<file path="src/rtl/alu_seq_pkg.sv">
// Shared opcode encodings, control-bit positions and FSM state type for the sequential ALU.
package alu_seq_pkg;

  localparam logic [2:0] ALU_ADD_SUB = 3'd0;
  localparam logic [2:0] ALU_SLL     = 3'd1;
  localparam logic [2:0] ALU_SLT     = 3'd2;
  localparam logic [2:0] ALU_SLTU    = 3'd3;
  localparam logic [2:0] ALU_XOR     = 3'd4;
  localparam logic [2:0] ALU_SRL_SRA = 3'd5;
  localparam logic [2:0] ALU_OR      = 3'd6;
  localparam logic [2:0] ALU_AND     = 3'd7;

  localparam logic [2:0] MD_MUL    = 3'd0;
  localparam logic [2:0] MD_MULH   = 3'd1;
  localparam logic [2:0] MD_MULHSU = 3'd2;
  localparam logic [2:0] MD_MULHU  = 3'd3;
  localparam logic [2:0] MD_DIV    = 3'd4;
  localparam logic [2:0] MD_DIVU   = 3'd5;
  localparam logic [2:0] MD_REM    = 3'd6;
  localparam logic [2:0] MD_REMU   = 3'd7;

  localparam int unsigned FN_MD   = 5;
  localparam int unsigned FN_WORD = 4;
  localparam int unsigned FN_ALT  = 3;

  typedef enum logic [1:0] {IDLE, BUSY, DONE} state_e;

  // Callers truncate to XLEN, so this also serves XLEN=32.
  function automatic logic [63:0] sext32(input logic [31:0] x);
    return {{32{x[31]}}, x};
  endfunction

endpackage

</file>
<file path="src/rtl/muldiv_iter.sv">
// Iterative M-extension unit: MSB-first shift-add multiply and restoring divide on magnitudes,
// one bit per cycle, with the sign applied as the last iteration completes.
module muldiv_iter
  import alu_seq_pkg::*;
#(
  parameter int unsigned XLEN = 64
) (
  input  logic            clk,
  input  logic            rst_n,
  input  logic            flush,
  input  logic            start,
  input  logic            word,
  input  logic [2:0]      funct3,
  input  logic [XLEN-1:0] operand_a,
  input  logic [XLEN-1:0] operand_b,
  output logic            done,
  output logic [XLEN-1:0] result
);

  localparam int unsigned CW = $clog2(XLEN);

  logic              run_q, neg_q, word_q;
  logic [2:0]        op_q;
  logic [CW-1:0]     cnt_q;
  logic [XLEN-1:0]   a_q, b_q;
  logic [2*XLEN-1:0] acc_q, acc_nx, prod;
  logic [XLEN:0]     rs;
  logic [XLEN-1:0]   rd, qr;
  logic              ge;
  logic              sign_a, sign_b, signed_a, signed_b, start_neg;

  function automatic logic [XLEN-1:0] mag(input logic [XLEN-1:0] x, input logic neg,
                                          input logic w);
    logic [XLEN-1:0] t;
    t = neg ? -x : x;
    return w ? XLEN'(t[31:0]) : t;
  endfunction

  always_comb begin
    sign_a   = word ? operand_a[31] : operand_a[XLEN-1];
    sign_b   = word ? operand_b[31] : operand_b[XLEN-1];
    signed_a = funct3[2] ? !funct3[0] : (funct3 != MD_MULHU);
    signed_b = funct3[2] ? !funct3[0] : (funct3 == MD_MUL || funct3 == MD_MULH);
    // Remainder follows the dividend; everything else follows sign(a) ^ sign(b).
    start_neg = (funct3 == MD_REM || funct3 == MD_REMU) ? (signed_a & sign_a)
                                                         : ((signed_a & sign_a) ^ (signed_b & sign_b));
  end

  always_comb begin
    rs = {acc_q[2*XLEN-1:XLEN], a_q[cnt_q]};
    ge = rs >= {1'b0, b_q};
    rd = ge ? XLEN'(rs - {1'b0, b_q}) : rs[XLEN-1:0];
    if (op_q[2]) begin
      acc_nx = {rd, acc_q[XLEN-2:0], ge};
    end else begin
      acc_nx = (acc_q << 1) + (b_q[cnt_q] ? {{XLEN{1'b0}}, a_q} : '0);
    end
  end

  always_comb begin
    prod   = neg_q ? -acc_nx : acc_nx;
    qr     = op_q[1] ? acc_nx[2*XLEN-1:XLEN] : acc_nx[XLEN-1:0];
    qr     = neg_q ? -qr : qr;
    result = '0;
    if (op_q[2]) begin
      result = word_q ? XLEN'(sext32(qr[31:0])) : qr;
    end else if (word_q) begin
      result = XLEN'(sext32(prod[31:0]));
    end else if (op_q == MD_MUL) begin
      result = prod[XLEN-1:0];
    end else begin
      result = prod[2*XLEN-1:XLEN];
    end
  end

  assign done = run_q && (cnt_q == '0);

  always_ff @(posedge clk or negedge rst_n) begin
    if (!rst_n) begin
      run_q  <= 1'b0;
      neg_q  <= 1'b0;
      word_q <= 1'b0;
      op_q   <= '0;
      cnt_q  <= '0;
      a_q    <= '0;
      b_q    <= '0;
      acc_q  <= '0;
    end else if (flush) begin
      run_q <= 1'b0;
      cnt_q <= '0;
    end else if (start) begin
      run_q  <= 1'b1;
      neg_q  <= start_neg;
      word_q <= word;
      op_q   <= funct3;
      cnt_q  <= word ? CW'(31) : CW'(XLEN - 1);
      a_q    <= mag(operand_a, signed_a & sign_a, word);
      b_q    <= mag(operand_b, signed_b & sign_b, word);
      acc_q  <= '0;
    end else if (run_q) begin
      acc_q <= acc_nx;
      if (cnt_q == '0) begin
        run_q <= 1'b0;
      end else begin
        cnt_q <= cnt_q - 1'b1;
      end
    end
  end

endmodule

</file>
<file path="src/rtl/alu_seq.sv">
// Execute-stage ALU behind a valid/ready handshake: base ops and M special cases finish in one
// registered cycle, general multiply/divide run through the iterative unit.
module alu_seq
  import alu_seq_pkg::*;
#(
  parameter int unsigned XLEN     = 64,
  parameter bit          ENABLE_M = 1'b1
) (
  input  logic            clk,
  input  logic            rst_n,
  input  logic            flush,
  input  logic            in_valid,
  output logic            in_ready,
  input  logic [5:0]      alu_function,
  input  logic [XLEN-1:0] operand_a,
  input  logic [XLEN-1:0] operand_b,
  output logic            out_valid,
  input  logic            out_ready,
  output logic [XLEN-1:0] result,
  output logic            result_lsb,
  output logic            result_eq_zero,
  output logic            busy
);

  localparam int unsigned     SHW     = (XLEN == 64) ? 6 : 5;
  localparam logic [XLEN-1:0] MIN_VAL = {1'b1, {(XLEN-1){1'b0}}};

  state_e          state_q, state_d;
  logic [XLEN-1:0] result_q, result_d;
  logic [XLEN-1:0] base_full, base_res, special_res, md_result;
  logic [31:0]     a32, b32, base_w;
  logic [SHW-1:0]  shamt;
  logic [2:0]      funct3;
  logic            word, alt, is_md, b_zero, ovf, md_special, quick, accept, md_start, md_done;

  assign funct3 = alu_function[2:0];
  assign word   = (XLEN == 64) && alu_function[FN_WORD];
  assign alt    = alu_function[FN_ALT];
  assign is_md  = alu_function[FN_MD];
  assign a32    = operand_a[31:0];
  assign b32    = operand_b[31:0];
  assign shamt  = operand_b[SHW-1:0];

  always_comb begin
    base_full = '0;
    base_w    = '0;
    case (funct3)
      ALU_ADD_SUB: begin
        base_full = alt ? operand_a - operand_b : operand_a + operand_b;
        base_w    = alt ? a32 - b32 : a32 + b32;
      end
      ALU_SLL: begin
        base_full = operand_a << shamt;
        base_w    = a32 << b32[4:0];
      end
      ALU_SLT: begin
        base_full = XLEN'($signed(operand_a) < $signed(operand_b));
        base_w    = 32'($signed(a32) < $signed(b32));
      end
      ALU_SLTU: begin
        base_full = XLEN'(operand_a < operand_b);
        base_w    = 32'(a32 < b32);
      end
      ALU_XOR: begin
        base_full = operand_a ^ operand_b;
        base_w    = a32 ^ b32;
      end
      ALU_SRL_SRA: begin
        // Kept as if/else: a ternary would make the signed shift unsigned.
        if (alt) begin
          base_full = $signed(operand_a) >>> shamt;
          base_w    = $signed(a32) >>> b32[4:0];
        end else begin
          base_full = operand_a >> shamt;
          base_w    = a32 >> b32[4:0];
        end
      end
      ALU_OR: begin
        base_full = operand_a | operand_b;
        base_w    = a32 | b32;
      end
      default: begin
        base_full = operand_a & operand_b;
        base_w    = a32 & b32;
      end
    endcase
    base_res = word ? XLEN'(sext32(base_w)) : base_full;
  end

  always_comb begin
    b_zero = word ? (b32 == '0) : (operand_b == '0);
    ovf    = !funct3[0] && (word ? (a32 == 32'h8000_0000 && b32 == '1)
                                 : (operand_a == MIN_VAL && operand_b == '1));
    md_special  = funct3[2] && (b_zero || ovf);
    special_res = '0;
    if (b_zero) begin
      special_res = funct3[1] ? (word ? XLEN'(sext32(a32)) : operand_a) : '1;
    end else if (!funct3[1]) begin
      special_res = word ? XLEN'(sext32(32'h8000_0000)) : MIN_VAL;
    end
  end

  assign accept   = in_valid && (state_q == IDLE) && !flush;
  assign quick    = !is_md || !ENABLE_M || md_special;
  assign md_start = accept && !quick;

  if (ENABLE_M) begin : g_md
    muldiv_iter #(
      .XLEN(XLEN)
    ) u_muldiv (
      .clk       (clk),
      .rst_n     (rst_n),
      .flush     (flush),
      .start     (md_start),
      .word      (word),
      .funct3    (funct3),
      .operand_a (operand_a),
      .operand_b (operand_b),
      .done      (md_done),
      .result    (md_result)
    );
  end else begin : g_no_md
    assign md_done   = 1'b0;
    assign md_result = '0;
  end

  always_ff @(posedge clk or negedge rst_n) begin
    if (!rst_n) begin
      state_q  <= IDLE;
      result_q <= '0;
    end else begin
      state_q  <= state_d;
      result_q <= result_d;
    end
  end

  always_comb begin
    state_d = state_q;
    unique case (state_q)
      IDLE:    if (accept) state_d = quick ? DONE : BUSY;
      BUSY:    if (md_done) state_d = DONE;
      DONE:    if (out_ready) state_d = IDLE;
      default: state_d = IDLE;
    endcase
    if (flush) state_d = IDLE;

    result_d = result_q;
    if (accept && quick) begin
      result_d = !is_md ? base_res : (ENABLE_M ? special_res : '0);
    end else if (state_q == BUSY && md_done && !flush) begin
      result_d = md_result;
    end
  end

  always_comb begin
    in_ready  = (state_q == IDLE);
    out_valid = (state_q == DONE);
    busy      = (state_q != IDLE);
  end

  assign result         = result_q;
  assign result_lsb     = result_q[0];
  assign result_eq_zero = (result_q == '0);

endmodule

</file>
<file path="config.mk">
export PLATFORM = sky130hd
export DESIGN_NAME = alu_seq
export DESIGN_NICKNAME = d
export VERILOG_FILES = /design/src/rtl/alu_seq_pkg.sv /design/src/rtl/muldiv_iter.sv /design/src/rtl/alu_seq.sv
export SDC_FILE = /design/constraint.sdc
export NUM_CORES = 2
export LEC_CHECK = 0
export ABC_AREA = 0
export CORE_MARGIN = 2
export CORE_UTILIZATION = 30
export DETAILED_ROUTE_END_ITERATION = 10
export SLEW_MARGIN = 20
export SYNTH_ARGS = -nofsm -noshare
export SYNTH_HDL_FRONTEND = slang
export SYNTH_HIERARCHICAL = 1
export SYNTH_SLANG_ARGS = --single-unit
</file>
<file path="constraint.sdc">
create_clock -name clk -period 13.8 [get_ports clk]
set_clock_uncertainty 0.15 [all_clocks]
set_input_delay 3.45 -clock clk [delete_from_list [all_inputs] [get_ports clk]]
set_output_delay 3.45 -clock clk [all_outputs]
set_load 0.01 [all_outputs]
</file>
### Yosys cells after proc, flatten, opt, wreduce, memory -nomap -nowiden

Index checks and enable logic that the tools add are counted.

* register bits after elaboration: 334
* word-level logic and storage cells: 152

* add/sub/neg operators: 11
* $lt $le $gt $ge: 6
* eq/ne operators: 18
* shifts and indexed selects: 6
* muxes and demuxes: 57
* bitwise gates (word level): 10
* reductions and logical operators: 34

Operators with widths (count)
* $mux 64: 22
* $mux 128: 4
* $pmux 64 s7: 1
* $pmux 32 s7: 1
* $neg 64->64: 3
* $add 128x128->128: 1
* $eq 64x64->1 const B: 2
* $logic_not 64->1: 2
* $lt 64x64->1: 2
* $neg 128->128: 1
* $sub 64x64->64: 2
* $ge 65x64->1: 1
* $add 64x64->64: 1
* $and 64x64->64: 1
* $eq 32x32->1 const B: 2
* $lt 32x32->1: 2
* $mux 32: 2
* $or 64x64->64: 1
* $shl 64x6->64: 1
* $shr 64x6->64: 1
* $sshr 64x6->64: 1
* $xor 64x64->64: 1
* $mux 63: 1
* $add 32x32->32: 1
* 35 further kinds: 85

### Depth between registers and ports, before layout

* depth in word-level cells: 12
* gate-level depth with buffers: 37
* gate-level depth less buffers: 31

### Cells and area by module

Netlist, hierarchy kept.

Modules (own cells, without submodules)
* muldiv_iter: times used 1, cells an instance 5306, area each 37578.5 um^2, seq. area each 6706.4 um^2
* alu_seq: times used 1, cells an instance 3722, area each 25490.7 um^2, seq. area each 1651.6 um^2

### Worst setup path before layout

OpenSTA, ideal clock, no wires.

* path type: reg2reg
* start point: register g_md.u_muldiv.cnt_q[0]
* end point: register result_q[63], in the netlist result[63]
* setup time: 69 ps
* data arrival time: 8815 ps
* setup slack: 4766 ps
* stages on the path, launching flop included: 35
* buffers on the path: 7
* period minus slack after synthesis: 9034 ps
* path through: dfrtp_1 > buf_2 > buf_2 > buf_2 > buf_2 > mux4_2 > a22oi_1 > a31oi_1 > o32a_1 > clkbuf_1 > clkbuf_1 > and2_1 > ha_1 > fa_1 > a211oi_2 > o211ai_1 > a21oi_2 > nor3_1 > or4_1 > a31oi_2 > nor3_1 > or2_1 > a2111oi_0 > nand2_1 > or4_1 > buf_2 > or4_4 > o31ai_2 > xor2_1 > a2111oi_1 > a211oi_1 > a31oi_1 > nand3_1 > a21o_1 > nand3_1

* longest elaborated chain between the ends: 12

RTL lines
* from (decl): line muldiv_iter.sv:24 `logic [CW-1:0] cnt_q;`
* from (signal assigned): line muldiv_iter.sv:96 `cnt_q <= word ? CW'(31) : CW'(XLEN - 1);`
* from (signal assigned): line muldiv_iter.sv:105 `cnt_q <= cnt_q - 1'b1;`
* $bmux 1 s6, on equally long branches: line muldiv_iter.sv:56, muldiv_iter.sv:50
* $mux 1, on equally long branches: line muldiv_iter.sv:56, muldiv_iter.sv:50
* $mux 64, or another cell as far along: line muldiv_iter.sv:56 `acc_nx = (acc_q << 1) + (b_q[cnt_q] ? {{XLEN{1'b0}}, a_q} : '0);`
* $add 128x128->128 or $mux 64 (tied branches): line muldiv_iter.sv:56, muldiv_iter.sv:52
* $mux 128 *: line muldiv_iter.sv:53 `if (op_q[2]) begin`
* $neg 128->128 or $mux 64 (tied branches): line muldiv_iter.sv:61, muldiv_iter.sv:62
* $mux 128 or $neg 64->64 (tied branches): line muldiv_iter.sv:61, muldiv_iter.sv:63
* $mux 64, on equally long branches: line muldiv_iter.sv:69, muldiv_iter.sv:63
* $mux 64, on equally long branches: line muldiv_iter.sv:67, muldiv_iter.sv:66
* $mux 64 *: line muldiv_iter.sv:65 `if (op_q[2]) begin`
* via md_result[63]: line alu_seq.sv:30 `logic [XLEN-1:0] base_full, base_res, special_res, md_result;`
* $mux 64 *: line alu_seq.sv:150 `end else if (state_q == BUSY && md_done && !flush) begin`
* $mux 64 *: line alu_seq.sv:148 `if (accept && quick) begin`
* to (signal assigned): line alu_seq.sv:133 `result_q <= result_d;`
* to (decl): line alu_seq.sv:29 `logic [XLEN-1:0] result_q, result_d;`

Mark *: on every way through the listed nets, which the timed path passes. The rest lies on a longest branch. The select of a mux whose other input is x is not followed.
A chain may end at the register's enable or synchronous reset.

### Worst setup path in the final report

* start point: register g_md.u_muldiv.cnt_q[0]
* end point: register result_q[58], in the netlist result[58]

Same word-level chain as after synthesis.

==> flow_summary.toml <==
[sta]
slew_headroom = 0.0305
maxClockFrequency_ghz = 0.0807
worst_slack_ps = 1400
hold_slack_ps = 358
setup_viol = 0
finalCritPeriodShare = 0.898
hold_viol = 0
final-max-slew-violation-count = 0
worstMarginPinSlew_ps = 1450
rsz0062_at_grt = "no"
fin_crit_ps = 12400
finalSetupTns_ps = 0

[die]
die_h_um = 463
start_util = 0.301
rows = 168
core_mm2 = 0.209
ios = 208
die_w_um = 463
die-area_mm2 = 0.214

[yosys]
async_flop_share = 1.00
ys_ff_latch = 334
synth.top_cell.area_share = 0.133
yosys_warnings = 6
ys_seq_area_frac = 0.133
synth_edf_count = 0
synth_cell_types = 124
syn_area_mm2 = 0.0631
synthCells = 9028
synth_top_area_cell = "dfrtp_1"
synthTopCellsByArea = "dfrtp_1 13%, a21oi_1 6.9%, ha_1 6.5%, o21ai_0 6.2%, nor2_1 5.6%"
syn_area_per_cell_um2 = 6.99
synthFlopType = "dfrtp_1"
syn_nets = 9497

[placement]
post-place-ws_ps = 1960
place_congestion = 1.10
numPortBuffers = 207
dp_hpwl_um = 382000

[worst_setup_path]
crit_fanout = 43
cp.required_ps = 14260
cp-start-kind = "flip-flop"
startpoint = "g_md.u_muldiv/cnt_q[0]$_DFFE_PN0P_"
endpoint_kind = "flip-flop"
crit_arrival_ps = 12860
r2r_start = "g_md.u_muldiv/cnt_q[0]$_DFFE_PN0P_"
worstSetupPathType = "reg -> reg"

[layout]
layout-drive-gt1-share = 0.103
syn2layout_area_growth_pct = 12.3
fin_nets = 9414

[hold_path]
min_from = "g_md.u_muldiv/b_q[44]$_DFFE_PN0P_"
min_path_type = "reg -> reg"

[detailed_routing]
top_layer = "met5"
vias = 82000
drcViolationCount = 0
drt_wl_total_um = 491000
vias_per_cell = 6.93
firstDrtPassIters = 9
drt_iter0_drc = 12800
drtAntennaViolNets = 0
met3WireLength_um = 53400
routedLengthMet1_um = 178000
drt-wirelength-per-cell_um = 41.5
wl_met2_um = 206000

[global_route]
antenna_found_initial = 62
grt_pass1_wl_um = 662000
grt_pass1_vias = 75800
grt_max_degree = 141
grt_usage = 0.440
gr-total-overflow = 0

[clock_network]
htree_levels = 2
ctsResizeCount = 0
post_cts_buffers = 0
clockBufferDepth = 3
cts.sinks = 334
hold_buffers = 0
cts.clk_slew.worst_paths_ps = 60
clock_latency_ps = 690
cts_root_buf = "clkbuf_16"
cts_tree = "done"
cts-buffers-inserted = 45

[job]
cap_violations = 0

[power_and_ir_drop]
swShare = 0.633
intPower_w = 0.00527
ir_worst_vdd_v = 0.000133
netSwitchingPower_w = 0.00908
power.share.clock = 0.095
powerDensity_mw_per_mm2 = 203
p_leak_nw = 27.2
p_total_w = 0.0143
power.share.combinational = 0.766
seq_power_share = 0.140

[outcome]
status = "finished, final reports clean"
-- synth_stat cells (all sizes together) (38+ instances only) --
master and count:
a211oi 162, a21o 101, a21oi 870, a221oi 45, a22o 117, a31oi 98, and2 143, and3 66
buf 194, clkbuf 514, dfrtp 334, ha 326, inv 330, mux2 71, mux2i 230, mux4 152
nand2 915, nand2b 53, nand3 257, nand4 193, nor2 935, nor2b 59, nor3 242, nor4 153
o211ai 133, o21a 64, o21ai 825, o21bai 51, o221ai 38, o22ai 59, o31ai 131, o41ai 42
or2 50, or3 78, or4 50, xnor2 209, xor2 150
-- per-stage QoR --
| stage | instance area (um^2) | cells | util |
|---|---|---|---|
| detailed placement | 68900 | 11700 | 0.329 |
| CTS | 70500 | 11800 | 0.337 |
| global placement | 68800 | 11700 | 0.329 |
| finish | 70800 | 11800 | 0.338 |
| floorplan | 63100 | 9028 | - |
| global route | 70700 | 11800 | 0.338 |
-- layout make-up --
class | count | area, um^2
fillers | 22800 | 139000
multi-input cells | 7650 | 51000
flip-flops and latches | 334 | 8370
repair buffers | 578 | 4910
well taps | 2805 | 3510
clock buffers | 57 | 1270
inverters | 336 | 1270
clock inverters | 25 | 354
diodes | 47 | 118
-- routing by layer --
metal,up-vias,GRT usage
met5,-,0.000223
met1,40200,0.512
met3,1764,0.128
met2,6308,0.654
li1,33800,-
met4,34,0.393
-- power by group through the flow --
stage	Clock [W]	Combinational, W	Sequential (W)
final	0.00136	0.0110	0.00201
after global routing	0.00140	0.0113	0.00199
after CTS	0.00137	0.0104	0.00195
after detailed placement	0	0.0104	0.00197
after global placement	0	0.0104	0.00197
after floorplan	0	0.00588	0.00154
-- flip-flops by register name, indices dropped and copies added (netlist names) --
signal,count
g_md.u_muldiv/word_q,1
g_md.u_muldiv/run_q,1
g_md.u_muldiv/a_q,64
state_q,2
g_md.u_muldiv/b_q,64
g_md.u_muldiv/op_q,3
g_md.u_muldiv/neg_q,1
g_md.u_muldiv/cnt_q,6
result,64
g_md.u_muldiv/acc_q,128
-- kinds of logic after synthesis --
| family | after synthesis | share of synthesized area |
|---|---|---|
| adder cells (fa/ha/maj) | 330 | 0.0659 |
| flip-flops | 334 | 0.133 |
| AND/OR/NAND/NOR | 3335 | 0.256 |
| AO/OA/AOI/OAI | 3173 | 0.327 |
| multiplexers | 453 | 0.103 |
| XOR/XNOR | 359 | 0.0499 |
| buffers and inverters | 1044 | 0.0656 |
-- worst max-delay path, cell delays in order (launching register included) --
cell and delay [ps]:
dfrtp_2 800, mux4_2 590, mux2i_1 560, a222oi_1 200
o32a_2 550, and2_1 360, ha_1 350, a21oi_1 400
o21ai_4 190, a2111oi_4 720, o21ai_1 180, xor2_1 210
o32ai_1 720, o2111ai_1 680, or4b_1 790, and4bb_1 420
nand4_1 430, or3_1 740, or4_1 580, a31oi_1 210
a211oi_1 70, a211oi_1 970, buf_4 250, mux2i_1 60
o21ai_0 440, nand4_1 140, or3_1 350, nand3_1 100
-- final timing paths --
| path | endpoint | cells past startpoint | slack (ps) |
|---|---|---|---|
| setup / recovery | result[58]$_DFFE_PN0P_ | 27 | 1400 |
| hold / removal | g_md.u_muldiv/b_q[44]$_DFFE_PN0P_ | 1 | 360 |
| setup reg to reg | result[58]$_DFFE_PN0P_ | 27 | 1400 |
| hold reg to reg | g_md.u_muldiv/b_q[44]$_DFFE_PN0P_ | 1 | 360 |
| max in group asynchronous | g_md.u_muldiv/op_q[2]$_DFFE_PN0P_ | 2 | 9500 |
| min in group asynchronous | g_md.u_muldiv/acc_q[34]$_DFFE_PN0P_ | 1 | 2590 |
-- layout by cell type (no fill, tap or decap), drive strengths merged, types with 98 or more instances in the layout --
master and instances:
ha 326, a211oi 162, nand3 257, a31oi 98, mux2i 230, a22o 117
and2 143, buf 385, o31ai 131, nor4 153, mux4 152, a21oi 870
a21o 101, nor3 242, dfrtp 334, nor2 935, xnor2 209, xor2 150
o21ai 825, clkdlybuf4s50 192, nand4 193, nand2 915, inv 335, o211ai 133
Note: power is estimated with default switching activity, not from simulation.
